<file path="config.mk">
export PLATFORM = sky130hd
export DESIGN_NAME = code_select_sequencer
export DESIGN_NICKNAME = d
export VERILOG_FILES = /design/src/rtl/enc_mux_pkg.sv /design/src/rtl/stability_filter.sv /design/src/rtl/code_select_sequencer.sv
export SDC_FILE = /design/constraint.sdc
export NUM_CORES = 1
export LEC_CHECK = 0
export CAP_MARGIN = 20
export CORE_AREA = 2 2 69 71
export DETAILED_ROUTE_END_ITERATION = 16
export DIE_AREA = 0 0 71 73
export PLACE_DENSITY = 0.59
export SYNTH_ARGS = -nofsm -noshare
export SYNTH_HDL_FRONTEND = slang
export SYNTH_SLANG_ARGS = --single-unit
</file>
<file path="constraint.sdc">
create_clock -name clk -period 4 [get_ports clk]
set_input_delay 1.2 -clock clk [delete_from_list [all_inputs] [get_ports clk]]
set_output_delay 1.2 -clock clk [all_outputs]
set_load 0.02 [all_outputs]
</file>
<file path="src/rtl/enc_mux_pkg.sv">
// Shared definitions for the encoder -> select sequencer -> mux path.
// Latency: n/a (types, constants and an elaboration-time helper only).
// Backpressure: n/a.
package enc_mux_pkg;

  // Width of the encoder code and of the mux select.
  localparam int CODE_W = 3;

  // Code value that means "no request".
  localparam logic [CODE_W-1:0] IDLE_CODE = '0;

  // Sequencer FSM states.
  typedef enum logic [1:0] {
    IDLE   = 2'd0,
    FILTER = 2'd1,
    OFFER  = 2'd2,
    HOLD   = 2'd3
  } state_e;

  // Width of a down/up counter that must hold values 0..max(a,b) without wrapping.
  function automatic int cnt_width(input int a, input int b);
    int m;
    m = (a > b) ? a : b;
    return $clog2(m + 1);
  endfunction

endpackage

</file>
<file path="src/rtl/stability_filter.sv">
// Registers the raw encoder code and qualifies a nonzero code that persists.
// Latency: stable pulse STABLE_CYCLES-1 cycles after entering FILTER (code_q registered 1 cycle).
// Backpressure: none; the owning FSM gates it through i_in_idle / i_in_filter.
//
// Ports:
//   clk, rst_n        clock, async active-low reset
//   i_code            raw encoder code (may glitch)
//   i_in_idle         owning FSM is in IDLE: a nonzero code_q starts a candidate
//   i_in_filter       owning FSM is in FILTER: candidate is counted / restarted
//   o_code_q          registered copy of i_code
//   o_stable_pulse    one-cycle pulse: candidate persisted STABLE_CYCLES cycles
//   o_stable_code     the candidate code (valid with o_stable_pulse)
module stability_filter
  import enc_mux_pkg::*;
#(
  parameter int CODE_W        = 3,
  parameter int STABLE_CYCLES = 4,
  parameter int CNT_W         = 3
) (
  input  logic              clk,
  input  logic              rst_n,
  input  logic [CODE_W-1:0] i_code,
  input  logic              i_in_idle,
  input  logic              i_in_filter,
  output logic [CODE_W-1:0] o_code_q,
  output logic              o_stable_pulse,
  output logic [CODE_W-1:0] o_stable_code
);

  localparam logic [CODE_W-1:0] NO_REQ    = CODE_W'(IDLE_CODE);
  localparam logic [CNT_W-1:0]  STAB_LAST = CNT_W'(STABLE_CYCLES - 1);
  localparam logic [CNT_W-1:0]  CNT_ONE   = CNT_W'(1);

  logic [CODE_W-1:0] r_code_q;
  logic [CODE_W-1:0] r_cand;
  logic [CNT_W-1:0]  r_stab_cnt;

  logic w_code_nz;
  logic w_match;
  logic w_at_last;

  assign w_code_nz = (r_code_q != NO_REQ);
  assign w_match   = (r_code_q == r_cand);
  assign w_at_last = (r_stab_cnt == STAB_LAST);

  // The IDLE cycle that captures the candidate counts as its first stable
  // cycle, so the pulse fires when the count reaches STABLE_CYCLES-1.
  assign o_stable_pulse = i_in_filter & w_code_nz & w_match & w_at_last;
  assign o_stable_code  = r_cand;
  assign o_code_q       = r_code_q;

  always_ff @(posedge clk or negedge rst_n) begin
    if (!rst_n) begin
      r_code_q   <= '0;
      r_cand     <= '0;
      r_stab_cnt <= '0;
    end else begin
      r_code_q <= i_code;
      if (i_in_idle) begin
        if (w_code_nz) begin
          r_cand     <= r_code_q;
          r_stab_cnt <= CNT_ONE;
        end else begin
          r_stab_cnt <= '0;
        end
      end else if (i_in_filter) begin
        if (!w_code_nz) begin
          r_stab_cnt <= '0;
        end else if (!w_match) begin
          // A different nonzero code restarts qualification from scratch.
          r_cand     <= r_code_q;
          r_stab_cnt <= CNT_ONE;
        end else if (!w_at_last) begin
          r_stab_cnt <= r_stab_cnt + CNT_ONE;
        end else begin
          r_stab_cnt <= '0;
        end
      end else begin
        // OFFER/HOLD: input is ignored for selection.
        r_stab_cnt <= '0;
      end
    end
  end

endmodule

</file>
<file path="src/rtl/code_select_sequencer.sv">
// Debounces the encoder code, offers a stable select to the mux, then holds it for a dwell time.
// Latency: code held from edge t -> sel_valid at edge t+1+STABLE_CYCLES; sel_active lasts DWELL_CYCLES.
// Backpressure: sel_valid stays up indefinitely until sel_ready; requests seen meanwhile are counted as drops.
//
// Ports:
//   clk, rst_n   clock, async active-low reset
//   code_in      encoder output, may change every cycle
//   sel_ready    mux accepts the offered select
//   sel          latched select, stable while sel_valid|sel_active, kept until next offer
//   sel_valid    select offered (OFFER)
//   sel_active   select in use by the mux (HOLD)
//   busy         state != IDLE
//   drop_cnt     saturating count of new requests missed during OFFER/HOLD
module code_select_sequencer
  import enc_mux_pkg::*;
#(
  parameter int CODE_W        = 3,
  parameter int STABLE_CYCLES = 4,
  parameter int DWELL_CYCLES  = 8,
  parameter int DROP_W        = 8
) (
  input  logic              clk,
  input  logic              rst_n,
  input  logic [CODE_W-1:0] code_in,
  input  logic              sel_ready,
  output logic [CODE_W-1:0] sel,
  output logic              sel_valid,
  output logic              sel_active,
  output logic              busy,
  output logic [DROP_W-1:0] drop_cnt
);

  localparam int                CNT_W      = cnt_width(STABLE_CYCLES, DWELL_CYCLES);
  localparam logic [CODE_W-1:0] NO_REQ     = CODE_W'(IDLE_CODE);
  localparam logic [CNT_W-1:0]  DWELL_LAST = CNT_W'(DWELL_CYCLES - 1);
  localparam logic [CNT_W-1:0]  CNT_ONE    = CNT_W'(1);
  localparam logic [DROP_W-1:0] DROP_ONE   = DROP_W'(1);

  state_e            r_state;
  logic [CODE_W-1:0] r_sel;
  logic              r_sel_valid;
  logic              r_sel_active;
  logic              r_busy;
  logic [CNT_W-1:0]  r_dwell_cnt;
  logic [CODE_W-1:0] r_code_qq;
  logic [DROP_W-1:0] r_drop_cnt;

  logic [CODE_W-1:0] w_code_q;
  logic              w_stable;
  logic [CODE_W-1:0] w_stable_code;
  logic              w_in_idle;
  logic              w_in_filter;
  logic              w_drop;

  assign w_in_idle   = (r_state == IDLE);
  assign w_in_filter = (r_state == FILTER);

  stability_filter #(
    .CODE_W        (CODE_W),
    .STABLE_CYCLES (STABLE_CYCLES),
    .CNT_W         (CNT_W)
  ) u_filter (
    .clk            (clk),
    .rst_n          (rst_n),
    .i_code         (code_in),
    .i_in_idle      (w_in_idle),
    .i_in_filter    (w_in_filter),
    .o_code_q       (w_code_q),
    .o_stable_pulse (w_stable),
    .o_stable_code  (w_stable_code)
  );

  // Outputs are updated on the same edge as the state, so they are pure
  // registered decodes and sel_valid/sel_active can never overlap.
  always_ff @(posedge clk or negedge rst_n) begin
    if (!rst_n) begin
      r_state      <= IDLE;
      r_sel        <= '0;
      r_sel_valid  <= 1'b0;
      r_sel_active <= 1'b0;
      r_busy       <= 1'b0;
      r_dwell_cnt  <= '0;
    end else begin
      case (r_state)
        IDLE: begin
          if (w_code_q != NO_REQ) begin
            r_state <= FILTER;
            r_busy  <= 1'b1;
          end
        end
        FILTER: begin
          if (w_stable) begin
            r_state     <= OFFER;
            r_sel       <= w_stable_code;
            r_sel_valid <= 1'b1;
          end else if (w_code_q == NO_REQ) begin
            r_state <= IDLE;
            r_busy  <= 1'b0;
          end
        end
        OFFER: begin
          if (sel_ready) begin
            r_state      <= HOLD;
            r_sel_valid  <= 1'b0;
            r_sel_active <= 1'b1;
            r_dwell_cnt  <= DWELL_LAST;
          end
        end
        HOLD: begin
          if (r_dwell_cnt == '0) begin
            r_state      <= IDLE;
            r_sel_active <= 1'b0;
            r_busy       <= 1'b0;
          end else begin
            r_dwell_cnt <= r_dwell_cnt - CNT_ONE;
          end
        end
        default: begin
          r_state      <= IDLE;
          r_sel_valid  <= 1'b0;
          r_sel_active <= 1'b0;
          r_busy       <= 1'b0;
        end
      endcase
    end
  end

  // A drop is a fresh nonzero code (changed since last cycle) that differs
  // from the select currently owned by the mux path.
  assign w_drop = ((r_state == OFFER) || (r_state == HOLD)) &&
                  (w_code_q != r_code_qq) &&
                  (w_code_q != NO_REQ) &&
                  (w_code_q != r_sel);

  always_ff @(posedge clk or negedge rst_n) begin
    if (!rst_n) begin
      r_code_qq  <= '0;
      r_drop_cnt <= '0;
    end else begin
      r_code_qq <= w_code_q;
      if (w_drop && (r_drop_cnt != '1)) begin
        r_drop_cnt <= r_drop_cnt + DROP_ONE;
      end
    end
  end

  assign sel        = r_sel;
  assign sel_valid  = r_sel_valid;
  assign sel_active = r_sel_active;
  assign busy       = r_busy;
  assign drop_cnt   = r_drop_cnt;

endmodule

</file>
==> impl_results.md, run 1 <==
* Unrepaired setup endpoints after global routing: false
* Slowest stage delay, CP at 0.63 ns
* Initial core utilization at 0.328
* GR Overflow Total at 0
* Met3 usage at 0.0373
* Crit path max-delay cell type: clkdlybuf4s50_1
* CTS tree: yes
* Tot Pwr at 1.06 mW
* Drt first pass iters at 4
* Residual DRC count at 0
* Ys async rst share at 1.00
* CP Launch Type: flop
* Post-CTS Setup Inserts at 0
* Routed WL per cell at 12.6 um
* Final setup margin at 1.45 ns
* CTS root buffer: clkbuf_8
* Internal power at ~0.7 mW
* Worst Path Required at 2.80 ns
* Via count at 956
* Post-CTS Hold Fix Bufs at 0
* Top area cells in the synthesized netlist: dfrtp_1 (56%), xor2_1 (7.7%), nand2_1 (4.0%)
* Leak at 0.802 nW
* Met1 Usage GRT at 0.137
* Area growth syn-to-layout at 21.0%
* Filler cell count in the final layout at approximately 440
* Die area at 5180 sq um
* Minimum hold slack at 0.503 ns
* H-tree Lvls at 2
* Synth top area share at 0.555
* Layout cells sized above 1 at 0.118
* Setup WS pre-CTS at 1.58 ns
* Die Y at 73 um
* CP Buf/Inv Count at 1
* Clk pin slew, worst setup/hold paths at 0.07 ns
* Gate power share at 0.300
* Synth Warn # at 0
* Largest delay share family, worst path: buffers and inverters
* Die W at 71 um
* I/O pin count at 20
* # diodes at 0
* Sequential fraction of the synthesis area at 0.555
* Fin area at 1800 sq um
* Sw power at ~0.37 mW
* Met2 Usage GRT at 0.177
* Clock power frac at 0.230
* Placed instance area at 1710 sq um
* Final count of pins violating max slew at 0
* EDFF count, synth at 0
* Syn avg cell area at 11.5 sq um
* Tightest Pin Transition at 0.574 ns
* Synthesis-stage register bit count at 33
* Hpwl dp at between 1500 and 2000 um
* Crit path arrival time at ~1.4 ns
* Max Clk Rate at 392 MHz
* # setup viols final at 0
* Clock Skew at 0.00351 ns
* Minimum clock period at 2.55 ns
* Clk Latency, worst-skew pair at 0.28 ns
* Mapped Area at ~1500 sq um
* Max Cap Viol at 0
* Final Cycle Share at 0.637
* PostCTS Resize Cnt at 0
* Max VDD drop at 0.000275 V
* TritonCTS Buffers at 5
* Cells after synthesis at 129
* # clock sinks at 33
* First-pass GRT wire length at around 4400 um
* Core footprint at 4540 sq um
* Worst setup EP type: output port
* RePlAce Congestion at approximately 0.75
* Worst-path maximum fanout at 5
* Largest net degree at the start of global routing at 34
* Number of global-route vias before repair at 968
* Tot GR Track Use at 0.111
* First-iteration detailed-routing DRC count at 64
* Crit path cell chain: clkdlybuf4s50_1
* Placed Instances at ~200
* Reg power frac at 0.470
* Post-synth top flop: dfrtp_1
* Yosys top cell by area: dfrtp_1
* Layout Cells excl Fill at between 200 and 250
* Total wire length at 2600 um
* Routed Antenna Nets at 0
* Worst min path class: reg2reg
* Initial antenna violation count at 0
* Slew headroom at 0.616
* Number of port buffers at 19
* Switching share of power at 0.347
* Gr busiest metal: met2
* Syn nets at 138
* WS Path Type: reg2out
* Setup_tns at 0 ns
* Max clock buf depth at 2
* Cell variety after synth at 30
* Utilization after layout at 0.397
* Std-Cell Rows at 25
* Status: finished, final reports clean
* Via density at 4.62
* NumNets Final at 161
* Count of final hold-check violations at 0
* Power Dens Cells at 591 nW/um^2
==> power groups by stage <==
stage / sequential, mW / combinational, mW / clock, mW
final: 0.501 / 0.319 / 0.245
after global routing: 0.516 / 0.353 / 0.263
after CTS: 0.502 / 0.327 / 0.250
after detailed placement: 0.507 / 0.323 / 0
after global placement: 0.501 / 0.313 / 0
after floorplan: 0.530 / 0.166 / 0
==> metal layers <==
metal | share of wire | vias up
met4 | 0.0054 | 0
met2 | 0.47 | 24
met1 | 0.48 | 450
li1 | - | 480
met3 | 0.047 | 2
met5 | 0 | -
==> Yosys cell counts, types with 2 or more instances <==
cell type,count
dfrtp_1,33
nand2_1,16
xor2_1,13
nor2_1,9
a21oi_1,6
nor3_1,6
xnor2_1,6
mux2_1,4
and3_1,3
buf_6,3
ha_1,3
inv_1,3
mux2_2,3
o21ai_0,3
a21o_2,2
nand3_1,2
==> layout make-up <==
| class | count | area (sq um) | share of cell area |
|---|---|---|---|
| sequential | 33 | 826 | 0.459 |
| tap | 54 | 67.6 | 0.0375 |
| clock inverter | 3 | 17.5 | 0.00973 |
| inverter | 3 | 11.3 | 0.00625 |
| clock buffer | 5 | 68.8 | 0.0382 |
| multi-input combinational | 89 | 612 | 0.340 |
| timing repair buffer | 20 | 198 | 0.110 |
==> flip-flops by register name, summed over array words and instances (netlist names), 3 cells and up, named ones only <==
signal                  count
drop_cnt                    8
r_dwell_cnt                 4
u_filter.r_stab_cnt         4
r_code_qq                   3
sel                         3
u_filter.o_code_q           3
u_filter.o_stable_code      3
==> cell usage in the layout (no fill, tap or decap), types with 2 or more instances in the layout <==
master	count
a21o_2	2
clkbuf_8	5
nand2_1	16
a21oi_1	6
mux2_1	4
clkdlybuf4s50_1	19
dfrtp_1	33
inv_1	3
mux2_2	3
nor2_1	9
nor3_1	6
xnor2_1	6
nand3_1	2
o21ai_0	3
ha_1	3
clkinv_2	2
xor2_1	13
and3_1	3
==> final timing paths <==
check,slack [ns],from,cells past startpoint,end
setup / recovery,1.45,drop_cnt[3],1,drop_cnt[3]
hold / removal,0.50,drop_cnt[5],1,drop_cnt[5]
setup reg to reg,2.19,u_filter.o_code_q[2],4,sel[0]
hold reg to reg,0.50,drop_cnt[5],1,drop_cnt[5]
max in group asynchronous,2.38,rst_n,2,drop_cnt[4]
min in group asynchronous,1.32,rst_n,2,u_filter.r_stab_cnt[3]
==> logic make-up (layout without fill, tap and decap cells) <==
family,Yosys count,count (layout),synth area share
adder cells (fa/ha/maj),3,3,0.0252
buffers and inverters,7,31,0.0336
multiplexers,7,7,0.0530
AND/OR/NAND/NOR,47,47,0.168
flip-flops,33,33,0.555
AO/OA/AOI/OAI,13,13,0.0530
XOR/XNOR,19,19,0.112
Note: power is estimated with default switching activity, not from simulation.
==> run 2, diff against run 1 <==
--- a/config.mk
+++ b/config.mk
@@ -9,7 +9,7 @@
 export CORE_AREA = 2 2 69 71
 export DETAILED_ROUTE_END_ITERATION = 16
 export DIE_AREA = 0 0 71 73
-export PLACE_DENSITY = 0.59
+export PLACE_DENSITY = 0.61
 export SYNTH_ARGS = -nofsm -noshare
 export SYNTH_HDL_FRONTEND = slang
 export SYNTH_SLANG_ARGS = --single-unit
==> constraint.sdc (replaced) <==
create_clock -name clk -period 2.1 [get_ports clk]
set_input_delay 0.63 -clock clk [delete_from_list [all_inputs] [get_ports clk]]
set_output_delay 0.63 -clock clk [all_outputs]
set_load 0.02 [all_outputs]
==> impl_results.md, run 2 (synthesis gave the netlist of run 1 again) <==
* Status: finished, final reports clean
* CP Buf/Inv Count at 1
* Reg2Reg Capture Point: sel[0]
* Largest delay share family, worst path: buffers and inverters
* Slowest stage delay, CP at 0.64 ns
* Unrepaired setup endpoints after global routing: false
* Via density at roughly 4.6
* Tightest Pin Transition at 0.593 ns
* Max Cap Viol at 0
* Fin area at 1820 sq um
* Via count at roughly 960
* TritonCTS Buffers at 5
* Setup_tns at 0 ns
* RePlAce Congestion at 0.772
* PostCTS Resize Cnt at 0
* Worst-path maximum fanout at 5
* Filler cell count in the final layout at 410
* Hold_sp: drop_cnt[7]
* Max VDD drop at 0.000548 V
* First-pass GRT wire length at 4780 um
* Final Cycle Share at 0.942
* Die area at between 5000 and 6000 sq um
* I/O pin count at 20
* Worst Path Required at 1.47 ns
* First-iteration detailed-routing DRC count at 41
* Area growth syn-to-layout at 22.0%
* Clk pin slew, worst setup/hold paths at about 0.060 ns
* Post-CTS Setup Inserts at 0
* Hold Path Depth at 1
* # setup viols final at 0
* CTS tree: yes
* CP Launch Type: flop
* Critical register-to-register path startpoint: u_filter.o_code_q[1]
* Count of final hold-check violations at 0
* Hpwl dp at 1980 um
* Minimum clock period at 1.98 ns
* NumNets Final at 161
* Largest register FFs at 8
* Die W at slightly above 70 um
* Slew headroom at 0.603
* Total wire length at 2640 um
* Initial antenna violation count at 0
* Post-CTS Hold Fix Bufs at 0
* Routed Antenna Nets at 0
* Area of the multi-input gates at 612 sq um
* CTS root buffer: clkbuf_8
* Clk Latency, worst-skew pair at 0.28 ns
* Number of port buffers at 19
* Placed instance area at 1710 sq um
* Register cell area after layout at 826 sq um
* Worst min path class: reg2reg
* Commonest non-fill, non-tap cell in the layout: dfrtp_1
* Reg2Reg Depth at 4
* Final count of pins violating max slew at 0
* # diodes at 0
* Layout cells sized above 1 at 0.118
* WS Path Type: reg2out
* Worst setup EP type: output port
* Leak at just over 0.8 nW
* Drt first pass iters at 2
* Power Dens Cells at ~1200 nW/um^2
* GR Overflow Total at 0
* Std-Cell Rows at 25
* Crit path arrival time at about 1.4 ns
* Max Clk Rate at 506 MHz
* Tot GR Track Use at 0.120
* Core footprint at 4540 sq um
* Routed WL per cell at 12.8 um
* Number of global-route vias before repair at 1041
* Commonest cells after routing, fill and taps aside: dfrtp_1 (33), clkdlybuf4s50_1 (19), nand2_1 (16)
* Utilization after layout at 0.400
* Clock Skew at 0.00629 ns
* Hold Path Sink: drop_cnt[7]
* Max clock buf depth at 2
* H-tree Lvls at 2
* Die Y at 73 um
* # clock sinks at 33
* Crit path cell chain: clkdlybuf4s50_1
* Initial core utilization at 0.328
* Largest net degree at the start of global routing at 34
* Residual DRC count at 0
* FF-to-FF setup slack at 0.34 ns
* Crit path max-delay cell type: clkdlybuf4s50_1
run 2: cell types whose count changed in the layout (fill, tap and decap cells not counted), sizes merged:
cell	previous run	this run
clkbuf	5	7
clkinvlp	1	0
clkinv	2	1
run 2: how the worst max path moves through the flow:
stage / start / to / slack [ns] / cells after the start
after floorplan: drop_cnt[0] / drop_cnt[1] / 0.39 / 5
after global placement: sel_ready / sel_valid / 0.30 / 4
after detailed placement: sel_ready / sel_valid / 0.30 / 4
after CTS: drop_cnt[3] / drop_cnt[3] / 0.11 / 1
after global routing: drop_cnt[0] / drop_cnt[0] / 0.06 / 1
final: drop_cnt[3] / drop_cnt[3] / 0.12 / 1
run 2: cell type report:
type,instances,share of cell area
well taps,54,0.0372
flip-flops and latches,33,0.455
multi-input cells,89,0.337
inverters,3,0.00620
clock inverters,1,0.00276
clock buffers,7,0.0531
repair buffers,20,0.109
run 2: power by group:
part           switching (mW)  leakage, nW  total [mW]  internal, mW
clock network           0.218       0.0542       0.514         0.296
logic                   0.313        0.352       0.622         0.309
registers               0.166        0.406       0.959         0.792
total                   0.698        0.813        2.09          1.40
run 2: stage by stage:
stage	std cells	power (mW)	hold WS (ns)	setup slack [ns]
2_1_floorplan	129	1.33	0.334	0.389
3_3_place_gp	199	1.56	0.485	0.300
3_5_place_dp	199	1.60	0.497	0.305
4_1_cts	207	2.13	0.510	0.106
5_1_grt	207	2.26	0.527	0.0604
6_report	207	2.09	0.502	0.122
run 2: routing by layer:
metal	up-vias	global-route usage	share of wire
met5	-	0	0
met4	0	0.0356	0.0023
met3	2	0.0539	0.052
met2	17	0.189	0.51
met1	460	0.148	0.44
li1	479	-	-
==> run 3, diff against run 2 <==
--- a/config.mk
+++ b/config.mk
@@ -9,7 +9,6 @@
 export CORE_AREA = 2 2 69 71
 export DETAILED_ROUTE_END_ITERATION = 16
 export DIE_AREA = 0 0 71 73
-export PLACE_DENSITY = 0.61
 export SYNTH_ARGS = -nofsm -noshare
 export SYNTH_HDL_FRONTEND = slang
 export SYNTH_SLANG_ARGS = --single-unit
==> impl_results.md, run 3 (synthesis gave the netlist of run 1 again) <==
* WS Path Type: reg2out
* TritonCTS Buffers at 5
* Area of the multi-input gates at 612 sq um
* Layout Cells excl Fill at 207
* I/O pin count at 20
* PostCTS Resize Cnt at 0
* Clk Latency, worst-skew pair at around 0.28 ns
* # clock sinks at 33
* Number of global-route vias before repair at 1088
* Placed instance area at 1720 sq um
* Count of final hold-check violations at 0
* Via density at 4.81
* Commonest non-fill, non-tap cell in the layout: dfrtp_1
* Filler cell count in the final layout at 422
* # setup viols final at 0
* # diodes at 0
* Minimum hold slack at 0.475 ns
* First-pass GRT wire length at 4820 um
* FF-to-FF setup slack at about 0.35 ns
* Hold_sp: u_filter.o_code_q[0]
* Max clock buf depth at 2
* Worst min path class: reg2reg
* Placed Instances at 200
* Tightest Pin Transition at 0.615 ns
* Layout cells sized above 1 at 0.111
* Power Dens Cells at 1130 nW/um^2
* Routed WL per cell at ~13 um
* Via count at 996
* Routed Antenna Nets at 0
* Crit path cell chain: clkdlybuf4s50_1
* Slew headroom at 0.588
* Status: finished, final reports clean
* Crit path arrival time at 1.35 ns
* Max VDD drop at 0.000645 V
* Largest net degree at the start of global routing at 34
* Hpwl dp at approximately 1900 um
* Residual DRC count at 0
* Drt first pass iters at 4
* Initial core utilization at 0.328
* RePlAce Congestion at roughly 0.7
* Max Clk Rate at about 500 MHz
* Die W at 71 um
* H-tree Lvls at 2
* Commonest cells after routing, fill and taps aside: dfrtp_1 (33), clkdlybuf4s50_1 (19), nand2_1 (16)
* Leak at ~0.8 nW
* Number of port buffers at 19
* Critical register-to-register path startpoint: drop_cnt[0]
* Worst-path maximum fanout at 5
* Area growth syn-to-layout at 21.5%
* Total wire length at 2620 um
* Initial antenna violation count at 0
* Clk pin slew, worst setup/hold paths at about 0.060 ns
* GR Overflow Total at 0
* Worst Setup SP: drop_cnt[3]
* Tot GR Track Use at 0.120
* Max Cap Viol at 0
* CP Buf/Inv Count at 1
* Slowest stage delay, CP at 0.65 ns
* Post-CTS Hold Fix Bufs at 0
* Largest register FFs at 8
* CP Launch Type: flop
* Final Cycle Share at 0.944
* Worst Path Required at 1.47 ns
* Die Y at around 73 um
* Core footprint at around 4500 sq um
* Final count of pins violating max slew at 0
* Worst setup EP type: output port
* Minimum clock period at approximately 2 ns
* Die area at 5180 sq um
* Setup_tns at 0 ns
* Largest delay share family, worst path: buffers and inverters
* CTS root buffer: clkbuf_8
* Utilization after layout at 0.399
* Crit path max-delay cell type: clkdlybuf4s50_1
* First-iteration detailed-routing DRC count at 66
* Clock Skew at around 0.0027 ns
* Fin area at 1810 sq um
* CTS tree: yes
* Register cell area after layout at 826 sq um
* Std-Cell Rows at 25
* Unrepaired setup endpoints after global routing: false
* NumNets Final at 162
* Post-CTS Setup Inserts at 0
## run 3: cell count changes in the layout (fill, tap and decap cells not counted)
cell / previous run / this run
clkbuf_1: 0 / 1
clkinv_2: 1 / 0
clkbuf_8: 7 / 6
buf_4: 1 / 2
## run 3: layer usage
metal  wire [um]  part of all wire  track usage
met4          61             0.023       0.0566
met5           0                 0            0
met1        1180              0.45        0.143
met2        1250              0.48        0.197
met3         130             0.050       0.0387
## run 3: worst paths after layout
| path | cells past startpoint | end |
|---|---|---|
| max | 1 | drop_cnt[3] |
| min | 0 | r_code_qq[0] |
| max reg2reg | 5 | drop_cnt[1] |
| min reg2reg | 0 | r_code_qq[0] |
| max in group asynchronous | 2 | drop_cnt[2] |
| min in group asynchronous | 2 | u_filter.r_stab_cnt[3] |
## run 3: per-stage QoR
step | worst slack, ns | power, mW
global route | 0.0546 | 2.20
detailed placement | 0.296 | 1.59
CTS | 0.0991 | 2.08
global placement | 0.300 | 1.57
finish | 0.117 | 2.05
floorplan | 0.389 | 1.33
## run 3: area by class of cell
cell class,instances,area share
inverter,3,0.00623
multi-input combinational,89,0.338
timing repair buffer,21,0.113
clock buffer,7,0.0478
tap,54,0.0374
sequential,33,0.457
## run 3: power breakdown
part	leakage (nW)	switching, mW	internal (mW)
clock	0.0443	0.216	0.260
sequential	0.406	0.162	0.793
combinational	0.357	0.310	0.307
total	0.807	0.688	1.36
